File: src/rtl/spi_cmd_pkg.sv
// spi_cmd_pkg: shared opcodes, FSM states and status layout
// for the SPI command engine.
package spi_cmd_pkg;

  localparam logic [7:0] OP_WRITE  = 8'h02;
  localparam logic [7:0] OP_READ   = 8'h03;
  localparam logic [7:0] OP_STATUS = 8'h05;

  localparam logic [7:0] NOT_READY = 8'hEE;

  localparam int ST_OK  = 0;
  localparam int ST_TMO = 1;
  localparam int ST_OVF = 2;

  typedef enum logic [2:0] {
    S_IDLE  = 3'd0,
    S_ADDR  = 3'd1,
    S_WDATA = 3'd2,
    S_BUS   = 3'd3,
    S_TURN  = 3'd4,
    S_RDATA = 3'd5,
    S_DRAIN = 3'd6,
    S_ABORT = 3'd7
  } state_e;

endpackage

File: src/rtl/spi_cs_sync.sv
// spi_cs_sync: 2-flop synchronizer for the raw chip select,
// plus rising/falling edge pulses of the synchronized level.
module spi_cs_sync (
  input  logic i_Clk,
  input  logic i_Rst,
  input  logic i_CS_n,
  output logic o_CS_n,
  output logic o_Rise,
  output logic o_Fall
);

  logic [2:0] sync_q;

  always_ff @(posedge i_Clk or posedge i_Rst) begin
    if (i_Rst) sync_q <= 3'b111;
    else       sync_q <= {sync_q[1:0], i_CS_n};
  end

  assign o_CS_n = sync_q[1];
  assign o_Rise = sync_q[1] & ~sync_q[2];
  assign o_Fall = ~sync_q[1] & sync_q[2];

endmodule

File: src/rtl/spi_cmd_engine.sv
// spi_cmd_engine: decodes SPI byte frames into single register-bus
// read/write transfers and returns read data/status on the TX side.
module spi_cmd_engine
  import spi_cmd_pkg::*;
#(
  parameter int         ADDR_W      = 32,
  parameter int         DATA_W      = 32,
  parameter int         BUS_TIMEOUT = 1023,
  parameter logic [7:0] IDLE_BYTE   = 8'hA5
) (
  input  logic              i_Clk,
  input  logic              i_Rst,
  input  logic              i_RX_DV,
  input  logic [7:0]        i_RX_Byte,
  input  logic              i_TX_Ready,
  output logic              o_TX_DV,
  output logic [7:0]        o_TX_Byte,
  input  logic              i_SPI_CS_n,
  output logic              o_Bus_Req,
  output logic              o_Bus_We,
  output logic [ADDR_W-1:0] o_Bus_Addr,
  output logic [DATA_W-1:0] o_Bus_WData,
  input  logic              i_Bus_Ack,
  input  logic [DATA_W-1:0] i_Bus_RData,
  output logic [7:0]        o_Status
);

  localparam int ADDR_B = ADDR_W / 8;
  localparam int DATA_B = DATA_W / 8;
  localparam int TW     = $clog2(BUS_TIMEOUT + 1);
  localparam logic [TW-1:0] TMO_LAST = TW'(BUS_TIMEOUT - 1);

  state_e            state_q, state_d;
  logic [7:0]        cnt_q, cnt_d;
  logic              we_q, we_d;
  logic [ADDR_W-1:0] addr_q, addr_d;
  logic [DATA_W-1:0] wdata_q, wdata_d;
  logic [DATA_W-1:0] rd_q, rd_d;
  logic              rdv_q, rdv_d;
  logic              req_q, req_d;
  logic [TW-1:0]     tmo_q, tmo_d;
  logic              ok_q, ok_d;
  logic              terr_q, terr_d;
  logic              ovf_q, ovf_d;
  logic              tx_dv_q, tx_dv_d;
  logic [7:0]        tx_byte_q, tx_byte_d;

  logic       cs_s, cs_rise, cs_fall;
  logic       push, st_rd, fire, done;
  logic [7:0] push_byte;

  spi_cs_sync u_cs_sync (
    .i_Clk  (i_Clk),
    .i_Rst  (i_Rst),
    .i_CS_n (i_SPI_CS_n),
    .o_CS_n (cs_s),
    .o_Rise (cs_rise),
    .o_Fall (cs_fall)
  );

  always_comb begin
    state_d   = state_q;
    cnt_d     = cnt_q;
    we_d      = we_q;
    addr_d    = addr_q;
    wdata_d   = wdata_q;
    rd_d      = rd_q;
    rdv_d     = rdv_q;
    req_d     = req_q;
    tmo_d     = tmo_q;
    ok_d      = ok_q;
    terr_d    = terr_q;
    ovf_d     = ovf_q;
    tx_dv_d   = 1'b0;
    tx_byte_d = tx_byte_q;
    push      = 1'b0;
    push_byte = IDLE_BYTE;
    st_rd     = 1'b0;

    // ack beats a timeout landing in the same cycle
    fire = req_q && !i_Bus_Ack && (tmo_q == TMO_LAST);
    done = i_Bus_Ack || fire;

    if (req_q) begin
      tmo_d = tmo_q + 1'b1;
      if (done) begin
        req_d = 1'b0;
        tmo_d = '0;
      end
    end

    // results only count while the frame still wants them
    if (req_q && i_Bus_Ack &&
        (state_q == S_BUS || state_q == S_TURN)) begin
      ok_d = 1'b1;
      if (state_q == S_TURN) begin
        rd_d  = i_Bus_RData;
        rdv_d = 1'b1;
      end
    end
    if (fire && state_q != S_ABORT) begin
      terr_d = 1'b1;
      ok_d   = 1'b0;
    end

    if (cs_fall) cnt_d = '0;
    if (cs_rise) rdv_d = 1'b0;

    if (cs_s) begin
      state_d = (req_q && !done) ? S_ABORT : S_IDLE;
    end else begin
      unique case (state_q)
        S_IDLE: if (i_RX_DV) begin
          cnt_d = '0;
          unique case (1'b1)
            (i_RX_Byte == OP_WRITE): begin
              we_d    = 1'b1;
              state_d = S_ADDR;
            end
            (i_RX_Byte == OP_READ): begin
              we_d    = 1'b0;
              state_d = S_ADDR;
            end
            (i_RX_Byte == OP_STATUS): begin
              push      = 1'b1;
              push_byte = o_Status;
              st_rd     = 1'b1;
              state_d   = S_DRAIN;
            end
            default: state_d = S_DRAIN;
          endcase
        end
        S_ADDR: if (i_RX_DV) begin
          addr_d = (addr_q << 8) | ADDR_W'(i_RX_Byte);
          cnt_d  = cnt_q + 1'b1;
          if (cnt_q == 8'(ADDR_B - 1)) begin
            cnt_d = '0;
            if (we_q) begin
              state_d = S_WDATA;
            end else begin
              req_d   = 1'b1;
              tmo_d   = '0;
              rdv_d   = 1'b0;
              state_d = S_TURN;
            end
          end
        end
        S_WDATA: if (i_RX_DV) begin
          wdata_d = (wdata_q << 8) | DATA_W'(i_RX_Byte);
          cnt_d   = cnt_q + 1'b1;
          if (cnt_q == 8'(DATA_B - 1)) begin
            cnt_d   = '0;
            req_d   = 1'b1;
            tmo_d   = '0;
            state_d = S_BUS;
          end
        end
        S_BUS: if (done) state_d = S_DRAIN;
        S_TURN: if (i_RX_DV) begin
          push = 1'b1;
          if (rdv_q) begin
            push_byte = rd_q[DATA_W-1 -: 8];
            rd_d      = (rd_q << 8) | DATA_W'(IDLE_BYTE);
            state_d   = S_RDATA;
          end else begin
            push_byte = NOT_READY;
            terr_d    = 1'b1;
            state_d   = S_DRAIN;
          end
        end
        S_RDATA: if (i_RX_DV) begin
          push      = 1'b1;
          push_byte = rd_q[DATA_W-1 -: 8];
          rd_d      = (rd_q << 8) | DATA_W'(IDLE_BYTE);
        end
        S_ABORT: if (!req_q || done) state_d = S_IDLE;
        default: ;
      endcase
    end

    // a loaded-but-unsent slave byte must not be overwritten
    if (push) begin
      if (i_TX_Ready) begin
        ovf_d = 1'b1;
      end else begin
        tx_dv_d   = 1'b1;
        tx_byte_d = push_byte;
        if (st_rd) begin
          ovf_d  = 1'b0;
          terr_d = 1'b0;
        end
      end
    end

    if (i_RX_DV && (state_q == S_BUS || state_q == S_ABORT))
      ovf_d = 1'b1;
  end

  always_ff @(posedge i_Clk or posedge i_Rst) begin
    if (i_Rst) begin
      state_q   <= S_IDLE;
      cnt_q     <= '0;
      we_q      <= 1'b0;
      addr_q    <= '0;
      wdata_q   <= '0;
      rd_q      <= '0;
      rdv_q     <= 1'b0;
      req_q     <= 1'b0;
      tmo_q     <= '0;
      ok_q      <= 1'b0;
      terr_q    <= 1'b0;
      ovf_q     <= 1'b0;
      tx_dv_q   <= 1'b0;
      tx_byte_q <= IDLE_BYTE;
    end else begin
      state_q   <= state_d;
      cnt_q     <= cnt_d;
      we_q      <= we_d;
      addr_q    <= addr_d;
      wdata_q   <= wdata_d;
      rd_q      <= rd_d;
      rdv_q     <= rdv_d;
      req_q     <= req_d;
      tmo_q     <= tmo_d;
      ok_q      <= ok_d;
      terr_q    <= terr_d;
      ovf_q     <= ovf_d;
      tx_dv_q   <= tx_dv_d;
      tx_byte_q <= tx_byte_d;
    end
  end

  assign o_TX_DV     = tx_dv_q;
  assign o_TX_Byte   = tx_byte_q;
  assign o_Bus_Req   = req_q;
  assign o_Bus_We    = we_q;
  assign o_Bus_Addr  = addr_q;
  assign o_Bus_WData = wdata_q;

  always_comb begin
    o_Status         = 8'h00;
    o_Status[ST_OK]  = ok_q;
    o_Status[ST_TMO] = terr_q;
    o_Status[ST_OVF] = ovf_q;
  end

endmodule
File: config.mk
export PLATFORM = sky130hd
export DESIGN_NAME = spi_cmd_engine
export DESIGN_NICKNAME = d
export VERILOG_FILES = /design/src/rtl/spi_cmd_pkg.sv /design/src/rtl/spi_cs_sync.sv /design/src/rtl/spi_cmd_engine.sv
export SDC_FILE = /design/constraint.sdc
export NUM_CORES = 1
export LEC_CHECK = 0
export ABC_CLOCK_PERIOD_IN_PS = 5750
export CAP_MARGIN = 25
export CORE_AREA = 4 4 100 126
export CTS_BUF_LIST = sky130_fd_sc_hd__clkbuf_8
export DETAILED_ROUTE_END_ITERATION = 12
export DIE_AREA = 0 0 104 130
export PLACE_DENSITY = 0.83
export SYNTH_ARGS = -nofsm -noshare
export SYNTH_HDL_FRONTEND = slang
export SYNTH_SLANG_ARGS = --single-unit
export TNS_END_PERCENT = 1
File: constraint.sdc
create_clock -name i_Clk -period 5.75 [get_ports i_Clk]
set_input_delay 0.575 -clock i_Clk [delete_from_list [all_inputs] [get_ports i_Clk]]
set_output_delay 0.575 -clock i_Clk [all_outputs]
set_load 0.03 [all_outputs]
==> impl_metrics.ini, run 1 <==
[synthesis]
synth_top_area_share_pct = 53.9
syn-instance-count = 539
synth_top_family_by_area = simple AND/OR/NAND/NOR gates
synth_edf_count = 0
muxShareOfSynthArea_pct = 14.1
yosysTopAreaCell = dfrtp_1
synth_compound_area_share_pct = 8.08
async_flop_share_pct = 100
synth_xor_area_share_pct = 1.62
yosys-top-cells-area = dfrtp_1 54%, mux2_2 12%, nand2_1 5.7%
synthAdderAreaFrac_pct = 0.631
ys_ff_latch = 135
yosysWarningCount = 0
mappedNetlistArea_sq_um = 5950
synth.yosys.seq_area_share_pct = 57.0
avgSynthCellArea_sq_um = 11.0
synth-simple-area-share_pct = 15.1
yosysMostFrequentCell = dfrtp_1
netlist-cell-type-count = 55
synthFlopType = dfrtp_1
yosys-top-cells-count = 128 x dfrtp_1, 90 x nand2_1, 63 x mux2_2

[global_route]
grt_use_total_pct = 21.5
grt-ovfl-total = 0
grt_pass1_wl_mm = 23.0
grt_max_degree = 71
first_global_vias = 4648
antenna_found_initial = 0

[die]
io_pins = 129
die_height_um = 130
core_area_sq_um = 11500
start_util_pct = 51.9
die-area_sq_um = 13500
die_x_um = 104
placementRows = 44

[clocking]
hold_buffers = 0
cts_htree_levels = 4
tritoncts = yes
clockRootBuffer = clkbuf_8
cts_resized = 0
clk_path_buf_depth = 2
path_clk_slew_ps = 70
cts_setup_buffers = 0
cts_sinks = 135
cts_made_buffers = 17
clkLatencyLatePin_ps = 430

[power]
swShare_pct = 37.0
power_density_nw_per_um2 = 459
leakage_nw = 3.48
vdd_drop_max_mv = 0.393
seq_power_share_pct = 41.9
clockPowerShare_pct = 20.4
p_int_mw = 2.21
power_switching_mw = 1.30
pwr-share-comb_pct = 37.7

[sta]
hold_viol = 0
tightest_slew_ps = 841
fin_crit_ps = 2520
timing.fmax_mhz = 397
whs_ps = 360
rsz0062_at_grt = no
min_period_over_period_pct = 43.8
finalSetupTns_ps = 0
setup_viol_count_final = 0
fin_skew_ps = 7.92
slew_violations = 0
maxSlewHeadroom_pct = 43.4

[routing]
post_drt_via_cell_ratio = 5.55
drcViolationCount = 0
drtPass1Iterations = 5
ant_nets = 0
routed_wl_mm = 14.0
via_count = 4484
drt_iter0_drc = 306
wl_per_cell_um = 17.4

[finish]
drive_gt1_share_pct = 18.4
syn_to_final_growth_pct = 28.8
n_fill_cell = 867
multi_input_area_sq_um = 2380
fin_nets = 706
diodes = 0
area.sequential_sq_um = 3390

[setup_path]
worstSetupEndpointType = register
worst_setup_path_start_kind = primary input
crit_required_ps = 6070
critical_path_arrival_ps = 2830
path_class = primary input to register
crit_fanout = 9

[placement]
io_buffers = 123
dp_hpwl_mm = 9.67
place.gp.congestion = 0.850

[outcome]
outcome = finished clean

[worst_hold_path]
hold_class = register to register

[job]
drv_cap = 0
[metrics by stage]
stage               total power, mW  area, sq um  std cells  utilization [%]  setup WS (ps)
global route                   3.70         7660        808             66.9           3120
global placement               2.76         7240        774             63.2           2870
detailed placement             2.81         7260        775             63.4           2800
finish                         3.51         7660        808             66.9           3230
CTS                            3.54         7630        807             66.7           3020
floorplan                      2.23         5960        543                -           1580
[cell usage in the layout (no fill, tap or decap), types with 3 or more instances in the layout]
master | Yosys | routed
a21o_1 | 3 | 3
a21oi_1 | 8 | 8
a31oi_1 | 26 | 26
and2_1 | 3 | 3
and3_1 | 7 | 7
buf_4 | 8 | 4
clkbuf_8 | 0 | 19
clkdlybuf4s50_1 | 0 | 123
clkinv_2 | 0 | 5
clkinv_4 | 0 | 3
clkinvlp_4 | 0 | 3
conb_1 | 1 | 5
dfrtp_1 | 128 | 128
dfstp_2 | 7 | 7
ha_1 | 3 | 3
inv_1 | 8 | 8
mux2_2 | 63 | 63
mux2_4 | 8 | 8
nand2_1 | 90 | 90
nand2b_1 | 3 | 3
nand3_1 | 12 | 12
nand4_1 | 3 | 3
nor2_1 | 56 | 56
nor3_1 | 6 | 6
nor4_1 | 3 | 3
o21ai_0 | 17 | 17
o21ai_1 | 3 | 3
o22ai_1 | 3 | 3
xnor2_1 | 4 | 4
xor2_1 | 7 | 7
[power groups by stage]
stage | clock network [mW] | registers, mW | logic, mW
finish | 0.716 | 1.47 | 1.33
global route | 0.774 | 1.52 | 1.40
detailed placement | 0 | 1.48 | 1.33
CTS | 0.733 | 1.47 | 1.34
global placement | 0 | 1.47 | 1.30
floorplan | 0 | 1.80 | 0.435
[logic make-up (layout without fill, tap and decap cells)]
family,Yosys count,count (layout)
AND/OR/NAND/NOR,198,198
XOR/XNOR,11,11
multiplexers,72,72
AO/OA/AOI/OAI,76,76
buffers and inverters,43,170
flip-flops,135,135
adder cells (fa/ha/maj),3,3
other,1,5
[state kept, by name (all words and copies together) (netlist names)]
| register | count |
|---|---|
| o_Bus_Addr | 32 |
| o_Bus_WData | 32 |
| rd_q | 32 |
| tmo_q | 10 |
| cnt_q | 8 |
| o_TX_Byte | 8 |
| state_q | 3 |
| u_cs_sync.sync_q | 3 |
| o_Bus_Req | 1 |
| o_Bus_We | 1 |
| o_TX_DV | 1 |
| ok_q | 1 |
| ovf_q | 1 |
| rdv_q | 1 |
| terr_q | 1 |
[critical path, stage by stage]
cell	delay, ps
clkdlybuf4s50_1	450
or4_4	610
nor3b_2	250
nand2_1	90
a211o_1	480
mux2_4	360
[metal layers]
metal	up-vias	global-route usage, %	wire length (um)
li1	2105	-	-
met1	2209	24.6	5520
met2	149	37.1	7280
met3	21	7.82	971
met4	0	8.06	254
met5	-	0	0
[worst paths after layout]
check,startpoint,slack (ps),depth (start not counted),endpoint
min in group asynchronous,i_Rst,670,2,o_Bus_Addr[10]
setup / recovery,i_RX_Byte[5],3230,6,o_TX_Byte[6]
max in group asynchronous,i_Rst,3740,3,o_Bus_WData[3]
hold / removal,u_cs_sync.sync_q[0],360,0,u_cs_sync.sync_q[1]
setup reg to reg,state_q[2],3280,5,o_TX_Byte[6]
hold reg to reg,u_cs_sync.sync_q[0],360,0,u_cs_sync.sync_q[1]
[final cells by class]
| cell class | instances | area share [%] |
|---|---|---|
| Tap cell | 138 | 2.25 |
| Clock inverter | 13 | 1.40 |
| Clock buffer | 19 | 3.41 |
| Multi-Input combinational cell | 365 | 31.1 |
| Inverter | 9 | 0.474 |
| Sequential cell | 135 | 44.2 |
| Timing Repair Buffer | 129 | 17.2 |
Power figures use the tool's default switching activity.
==> inputs of run 2 (changes only) <==
--- a/config.mk
+++ b/config.mk
@@ -5,13 +5,13 @@
 export SDC_FILE = /design/constraint.sdc
 export NUM_CORES = 1
 export LEC_CHECK = 0
-export ABC_CLOCK_PERIOD_IN_PS = 5750
+export ABC_CLOCK_PERIOD_IN_PS = 2100
 export CAP_MARGIN = 25
-export CORE_AREA = 4 4 100 126
+export CORE_AREA = 4 4 106 133
 export CTS_BUF_LIST = sky130_fd_sc_hd__clkbuf_8
 export DETAILED_ROUTE_END_ITERATION = 12
-export DIE_AREA = 0 0 104 130
-export PLACE_DENSITY = 0.83
+export DIE_AREA = 0 0 110 137
+export PLACE_DENSITY = 0.78
 export SYNTH_ARGS = -nofsm -noshare
 export SYNTH_HDL_FRONTEND = slang
 export SYNTH_SLANG_ARGS = --single-unit
==> constraint.sdc (replaced) <==
create_clock -name i_Clk -period 2.1 [get_ports i_Clk]
set_input_delay 0.21 -clock i_Clk [delete_from_list [all_inputs] [get_ports i_Clk]]
set_output_delay 0.21 -clock i_Clk [all_outputs]
set_load 0.03 [all_outputs]
==> run 2 against run 1 <==
Net effect: combinational power grew to 2.9 times the previous value; register-to-register slack lost 3100 ps; global-route usage shrank 1.6 points; critical path type unchanged; sequential power grew to 2.7 times the previous value; largest power group unchanged; highest routed layer unchanged; power grew to 2.9 times the previous value; via count grew 1.4%.
==> impl_metrics.ini, run 2 (same netlist as run 1, synthesis figures left out) <==
[clocking]
clkLatencyLatePin_ps = 420
clk_path_buf_depth = 2
hold_buffers = 0
cts_sinks = 135
tritoncts = yes
path_clk_slew_ps = 70
cts_made_buffers = 17
cts_setup_buffers = 0
clockRootBuffer = clkbuf_8
cts_htree_levels = 4

[setup_path]
rr_worst_depth = 7
worst_setup_path_start_kind = primary input
critical_path_arrival_ps = 2340
crit_fanout = 9
worstSetupEndpointType = register
path_class = primary input to register
crit_required_ps = 2400

[finish]
final_cell_mix = 128 x dfrtp_1, 123 x clkdlybuf4s50_1, 90 x nand2_1
final_common_cell = dfrtp_1
drive_gt1_share_pct = 22.1
diodes = 0
stdcell_area_sq_um = 8020
syn_to_final_growth_pct = 34.9
instances_no_fill = 864
fin_nets = 732

[global_route]
grt_max_degree = 73
grt-ovfl-total = 0
grt_use_total_pct = 19.9
antenna_found_initial = 0
grt_pass1_wl_mm = 23.4
first_global_vias = 4843

[die]
core_area_sq_um = 12700
placementRows = 46
die_x_um = 110
die-area_sq_um = 15100
start_util_pct = 46.8
die_height_um = 137
io_pins = 129

[routing]
via_count = 4545
ant_nets = 0
drt_iter0_drc = 317
wl_per_cell_um = 16.5
post_drt_via_cell_ratio = 5.26
routed_wl_mm = 14.2
drcViolationCount = 0
drtPass1Iterations = 4

[sta]
setup_slack_ps = 54.4
timing.fmax_mhz = 489
finalSetupTns_ps = 0
fin_skew_ps = 13.1
hold_viol = 0
slew_violations = 0
setup_viol_count_final = 0
tightest_slew_ps = 566
maxSlewHeadroom_pct = 62.0
min_period_over_period_pct = 97.4
fin_crit_ps = 2050

[placement]
dp_hpwl_mm = 10.1
place.gp.congestion = 0.849
io_buffers = 123
post-place-ws_ps = -459
place_area_sq_um = 7550
dpl.cell_count = 832

[outcome]
outcome = finished clean

[power]
power_density_nw_per_um2 = 1260
power_mw = 10.1
leakage_nw = 3.65
vdd_drop_max_mv = 0.984

[job]
drv_cap = 0

[worst_hold_path]
hold-path-cell-count = 1
hold_class = primary input to register
## run 2: changes by cell type in the layout (fill, tap and decap cells not counted), sizes merged
| cell | delta |
|---|---|
| inv | -1 |
| clkinv | -3 |
| buf | +26 |
| bufinv | +3 |
| clkinvlp | +1 |
## run 2: layer usage
metal  routed length, um  global-route usage [%]
met4                 201                    7.00
met2                7700                    34.3
met3                 924                    6.94
met5                   0                       0
met1                5420                    22.6
## run 2: path summary, 6_finish.rpt
check                                     from             endpoint  slack, ps
hold / removal                      i_SPI_CS_n  u_cs_sync.sync_q[0]        210
max in group asynchronous                i_Rst  u_cs_sync.sync_q[1]       1490
setup / recovery                  i_RX_Byte[5]         o_TX_Byte[3]         50
setup reg to reg                      cnt_q[0]           state_q[1]        140
min in group asynchronous                i_Rst             tmo_q[2]        260
hold reg to reg            u_cs_sync.sync_q[0]  u_cs_sync.sync_q[1]        360
## run 2: worst max-delay path, stage by stage
cell,delay [ps]
clkdlybuf4s50_1,440
or4_4,600
nor3b_2,240
nand2_1,100
a211o_4,420
mux2_4,320
## run 2: cell type report
type	count	area, sq um
Clock buffer	19	262
Clock inverter	13	179
Fill cell	985	4700
Inverter	9	37.5
Multi-Input combinational cell	365	2410
Sequential cell	135	3390
Tap cell	168	210
Timing Repair Buffer	155	1530
## run 2: repair_timing
item,in CTS,in global routing
resized for setup,2,4
setup endpoints to repair,3,11
pin swaps,0,0
## run 2: power breakdown
group          internal [mW]  switching [mW]
sequential              3.41           0.553
clock                   1.35           0.956
combinational           1.76            2.05
total                   6.52            3.56
## run 2: stage by stage
stage	hold WS (ps)	util, %
2_1_floorplan	214	-
3_3_place_gp	347	59.3
3_5_place_dp	347	59.3
4_1_cts	174	62.9
5_1_grt	172	63.1
6_report	206	63.1
